File: config.mk
export PLATFORM = sky130hd
export DESIGN_NAME = serial_pattern_src
export DESIGN_NICKNAME = d
export VERILOG_FILES = /design/src/rtl/serial_pattern_src.sv
export SDC_FILE = /design/constraint.sdc
export NUM_CORES = 1
export LEC_CHECK = 0
export BUFFER_PORTS_ARGS = -buffer_cell sky130_fd_sc_hd__buf_4
export CAP_MARGIN = 20
export CORE_ASPECT_RATIO = 0.7
export CORE_MARGIN = 2
export CORE_UTILIZATION = 61
export CTS_CLUSTER_DIAMETER = 80
export DETAILED_ROUTE_END_ITERATION = 8
export PLACE_DENSITY = 0.83
export SLEW_MARGIN = 0
export SYNTH_ARGS = -nofsm -noshare
export SYNTH_HDL_FRONTEND = slang
export SYNTH_SLANG_ARGS = --single-unit
File: constraint.sdc
create_clock -name clk -period 3.7 [get_ports clk]
set_input_delay 0.74 -clock clk [delete_from_list [all_inputs] [get_ports clk]]
set_output_delay 0.74 -clock clk [all_outputs]
set_load 0.05 [all_outputs]
File: src/rtl/serial_pattern_src.sv
// serial_pattern_src
//   Emits a WIDTH-bit pattern MSB first on a serial line, holding each bit
//   for DIV clock cycles. The pattern is captured into a shadow register by
//   `load`. `start` copies the shadow into the active shift register and
//   begins emission.
//
//   Optional feature macro: SERIAL_PATTERN_SRC_REPEAT_EN
//     - defined:   the pattern is reloaded from the shadow register and
//                  repeats without a gap until stop or clr.
//     - undefined: one pattern is emitted per start (default build).
//
// Parameters
//   WIDTH   pattern length in bits (>= 2)
//   DIV     clk cycles each bit is held (>= 1)
// Ports
//   clk      clock; all state changes on its rising edge
//   clr      asynchronous active-high reset
//   load     capture `pattern` into the shadow register
//   pattern  WIDTH-bit sequence to emit, MSB first
//   start    begin emitting the shadow pattern (ignored while busy)
//   stop     abort an emission in progress (wins over start and completion)
//   bit_out  serial data line
//   bit_stb  one-cycle pulse on the first cycle of each new bit
//   busy     high while an emission is in progress
//   done     one-cycle pulse when a full pattern has been emitted
module serial_pattern_src #(
    parameter int WIDTH = 16,
    parameter int DIV   = 4
) (
    input  logic             clk,
    input  logic             clr,
    input  logic             load,
    input  logic [WIDTH-1:0] pattern,
    input  logic             start,
    input  logic             stop,
    output logic             bit_out,
    output logic             bit_stb,
    output logic             busy,
    output logic             done
);

    // A divider of at least one bit keeps DIV=1 legal; it then stays at 0.
    localparam int DW = (DIV > 1) ? $clog2(DIV) : 1;
    localparam int IW = $clog2(WIDTH + 1);
    localparam logic [DW-1:0] DIV_LAST = DW'(DIV - 1);
    localparam logic [IW-1:0] IDX_LAST = IW'(WIDTH - 1);

    typedef enum logic {IDLE, SHIFT} state_t;

    state_t           state_reg;
    logic [WIDTH-1:0] shadow_reg;
    logic [WIDTH-1:0] shift_reg;
    logic [DW-1:0]    div_reg;
    logic [IW-1:0]    idx_reg;
    logic             loaded_reg;

    // Pattern that a start (or a repeat reload) takes on this edge: a load on
    // the same edge supersedes the shadow contents.
    logic [WIDTH-1:0] src_next;
    assign src_next = load ? pattern : shadow_reg;

    always_ff @(posedge clk or posedge clr) begin
        if (clr) begin
            state_reg  <= IDLE;
            shadow_reg <= '0;
            shift_reg  <= '0;
            div_reg    <= '0;
            idx_reg    <= '0;
            loaded_reg <= 1'b0;
            bit_out    <= 1'b0;
            bit_stb    <= 1'b0;
            busy       <= 1'b0;
            done       <= 1'b0;
        end else begin
            // Shadow capture is independent of the state machine.
            if (load) begin
                shadow_reg <= pattern;
                loaded_reg <= 1'b1;
            end

            done <= 1'b0;

            case (state_reg)
                IDLE: begin
                    bit_out <= 1'b0;
                    bit_stb <= 1'b0;
                    busy    <= 1'b0;
                    if (start && !stop && (loaded_reg || load)) begin
                        state_reg <= SHIFT;
                        shift_reg <= src_next;
                        div_reg   <= '0;
                        idx_reg   <= '0;
                        bit_out   <= src_next[WIDTH-1];
                        bit_stb   <= 1'b1;
                        busy      <= 1'b1;
                    end
                end

                SHIFT: begin
                    if (stop) begin
                        // Abort: no done pulse, even on the final-bit edge.
                        state_reg <= IDLE;
                        div_reg   <= '0;
                        idx_reg   <= '0;
                        bit_out   <= 1'b0;
                        bit_stb   <= 1'b0;
                        busy      <= 1'b0;
                    end else if (div_reg != DIV_LAST) begin
                        div_reg <= div_reg + 1'b1;
                        bit_stb <= 1'b0;
                    end else if (idx_reg != IDX_LAST) begin
                        // Advance to the next bit; the current MSB has been
                        // held for DIV cycles.
                        div_reg   <= '0;
                        idx_reg   <= idx_reg + 1'b1;
                        shift_reg <= shift_reg << 1;
                        bit_out   <= shift_reg[WIDTH-2];
                        bit_stb   <= 1'b1;
                    end else begin
                        // Last bit has been held for DIV cycles.
                        done    <= 1'b1;
                        div_reg <= '0;
                        idx_reg <= '0;
`ifdef SERIAL_PATTERN_SRC_REPEAT_EN
                        // Seamless restart from the shadow register.
                        shift_reg <= src_next;
                        bit_out   <= src_next[WIDTH-1];
                        bit_stb   <= 1'b1;
                        busy      <= 1'b1;
`else
                        state_reg <= IDLE;
                        bit_out   <= 1'b0;
                        bit_stb   <= 1'b0;
                        busy      <= 1'b0;
`endif
                    end
                end

                default: state_reg <= IDLE;
            endcase
        end
    end

endmodule

==> run_results.csv <==
group,metric,value,unit
global_route,top_usage_layer,"met2",
yosys,synth_cell_types,31,
yosys,yosysWarnings,0,
timing,min_period,2.29,ns
timing,skew,0.00795,ns
yosys,syn_inst,137,
clock_tree,clock_latency,0.29,ns
floorplan,io_pins,25,
layout,utilization,0.726,
layout,drive_gt1_frac,0.497,
drt,drt_iter0_markers,121,
global_route,grt_overflow,0,
global_route,grt_pass1_wl,5.89,mm
drt,drc,0,
clock_tree,clk_pin_slew,0.07,ns
placement,place.gp.congestion,0.788,
drt,ant_nets,0,
floorplan,die_h,51.7,um
floorplan,core,3130,um2
layout,n_antenna_cell,0,
global_route,grtUsageMet1,0.279,
clock_tree,cts_buffer_depth,2,
setup_path,crit_path_max_fanout,21,
yosys,synth_edf_count,0,
clock_tree,root_buffer,"clkbuf_8",
yosys,synth_top_area_share,0.556,
yosys,yosysTopAreaCell,"dfrtp_1",
clock_tree,cts_inserted_buffers,5,
setup_path,arrival,2.47,ns
global_route,grt_start_max_net_pins,45,
drt,routed_wirelength,3.38,mm
worst_hold_path,worstHoldPathCells,1,
timing,hold_violations,0,
yosys,ys.flop_type,"dfrtp_1",
yosys,synth_area_leaders,"dfrtp_1, mux2_2, mux2_4",
yosys,yosysSeqAreaShare,0.556,
status,status,"finished, final reports clean",
global_route,grtUsageMet2,0.343,
timing,setup_violations,0,
clock_tree,post_cts_buffers,0,
setup_path,worst-setup-path-type,"flop to flop",
layout,areaGrowthSynthToFinish,14.6,%
global_route,track_usage,0.214,
clock_tree,cts_tree,"yes",
floorplan,initial_core_util,0.634,
power_and_ir_drop,p_leak,1.07,nW
setup_path,cp-start-kind,"flop",
drt,first_pass_iters,4,
floorplan,chipWidth,72.1,um
clock_tree,cts-hold-fix-buffers,0,
clock_tree,post_cts_resized,0,
yosys,syn_area,1980,um2
yosys,synth.most_common_cell,"dfrtp_1",
setup_path,end_kind,"flop",
power_and_ir_drop,ir_drop,0.000363,V
placement,dpl.hpwl,2.39,mm
yosys,syn_avg_cell_area,14.5,um2
timing,fmax,0.436,GHz
timing,fin_tns_setup,0,ns
yosys,async_flop_share,1.00,
yosys,synthTopCellsByCount,"dfrtp_1, mux2_2, mux2_4",
timing,holdWs,0.497,ns
global_route,grt_pass1_vias,1214,
worst_hold_path,hold_path_class,"flop to flop",
clock_tree,htreeDepth,2,
layout,largest_reg_flops,16,
timing,fin_crit_sh,0.620,
drt,routedWlPerCell,16.6,um
floorplan,die_area,3730,um2
yosys,ys_seq_elements,44,
floorplan,rows,17,
yosys,syn-num-nets,160,
global_route,grtUsageMet3,0.0601,
clock_tree,cts.sinks,44,
layout,fillCellCount,217,
placement,io_buffers,24,
layout,layout.nets,187,
setup_path,crit_required,3.88,ns
timing,rsz0062_at_grt,"no",
timing,tightest_slew,0.813,ns
power_and_ir_drop,power_density,635,nW/um2
timing,slew_headroom,0.458,
timing,drv_slew,0,
drt,via_per_inst,5.67,
setup_path,worstRegToRegCells,4,
flow_run,max_cap_viol_count,0,
drt,dr_total_vias,1150,
global_route,grt_antenna_before_repair,0,
[critical path: stages, from the launching register on]
cell and delay [ns]:
dfrtp_1 0.88, nand2b_1 0.30, nor2_2 0.40, a21oi_4 0.25
mux2_4 0.35
[where the power goes]
| group | switching (mW) | leakage, nW | total [mW] | internal, mW |
|---|---|---|---|---|
| sequential | 0.0921 | 0.538 | 0.701 | 0.609 |
| combinational | 0.175 | 0.489 | 0.435 | 0.260 |
| clock | 0.154 | 0.0445 | 0.305 | 0.152 |
[layer usage]
| metal | vias to the layer above | routed length [um] |
|---|---|---|
| met2 | 22 | 1680 |
| met4 | 0 | 47 |
| met5 | - | 0 |
| li1 | 540 | - |
| met3 | 7 | 134 |
| met1 | 581 | 1520 |
[stage by stage]
| stage | total power, mW | setup slack [ns] | cells | area (um2) |
|---|---|---|---|---|
| 2_1_floorplan | 1.05 | 1.66 | 137 | 1980 |
| 3_3_place_gp | 1.12 | 1.32 | 195 | 2180 |
| 3_5_place_dp | 1.15 | 1.23 | 195 | 2180 |
| 4_1_cts | 1.46 | 1.38 | 203 | 2270 |
| 5_1_grt | 1.53 | 1.24 | 203 | 2270 |
| 6_report | 1.44 | 1.41 | 203 | 2270 |
[cell usage in the layout, fill, tap and decap left out, drive strengths merged, types with 2 or more instances in the layout]
master,count
buf,25
clkbuf,7
dfrtp,44
ha,2
inv,4
mux2,45
mux2i,2
nand2,3
nand2b,3
nand3,3
nor2,5
nor2b,2
nor3,2
o21ai,5
[final timing paths]
check / startpoint / to / slack [ns]
max reg2reg: state_reg$_DFF_PP0_ / shift_reg[7]$_DFFE_PP0P_ / 1.41
max in group asynchronous: clr / shift_reg[9]$_DFFE_PP0P_ / 2.75
min: shadow_reg[9]$_DFF_PP0_ / shadow_reg[9]$_DFF_PP0_ / 0.50
max: state_reg$_DFF_PP0_ / shift_reg[7]$_DFFE_PP0P_ / 1.41
min reg2reg: shadow_reg[9]$_DFF_PP0_ / shadow_reg[9]$_DFF_PP0_ / 0.50
min in group asynchronous: clr / idx_reg[4]$_DFFE_PP0P_ / 0.59
[cell families (layout without fill, tap and decap cells)]
kind of cell               after synthesis  count (layout)  share of synthesized area
and+or+nand+nor                         22              22                     0.0669
muxes                                   47              47                      0.281
DFF                                     44              44                      0.556
AOI/OAI and AO/OA                       13              13                     0.0562
adders and majority gates                2               2                     0.0126
buffers and inverters                    9              37                     0.0278
[cell type report]
cell class | count | area [um2] | share of cell area
Sequential cell | 44 | 1100 | 0.485
Multi-Input combinational cell | 84 | 826 | 0.364
Clock inverter | 1 | 7.51 | 0.00331
Inverter | 4 | 15.0 | 0.00661
Clock buffer | 7 | 86.3 | 0.0380
Tap cell | 38 | 47.5 | 0.0209
Timing Repair Buffer | 25 | 188 | 0.0826
Note: power is estimated with default switching activity, not from simulation.
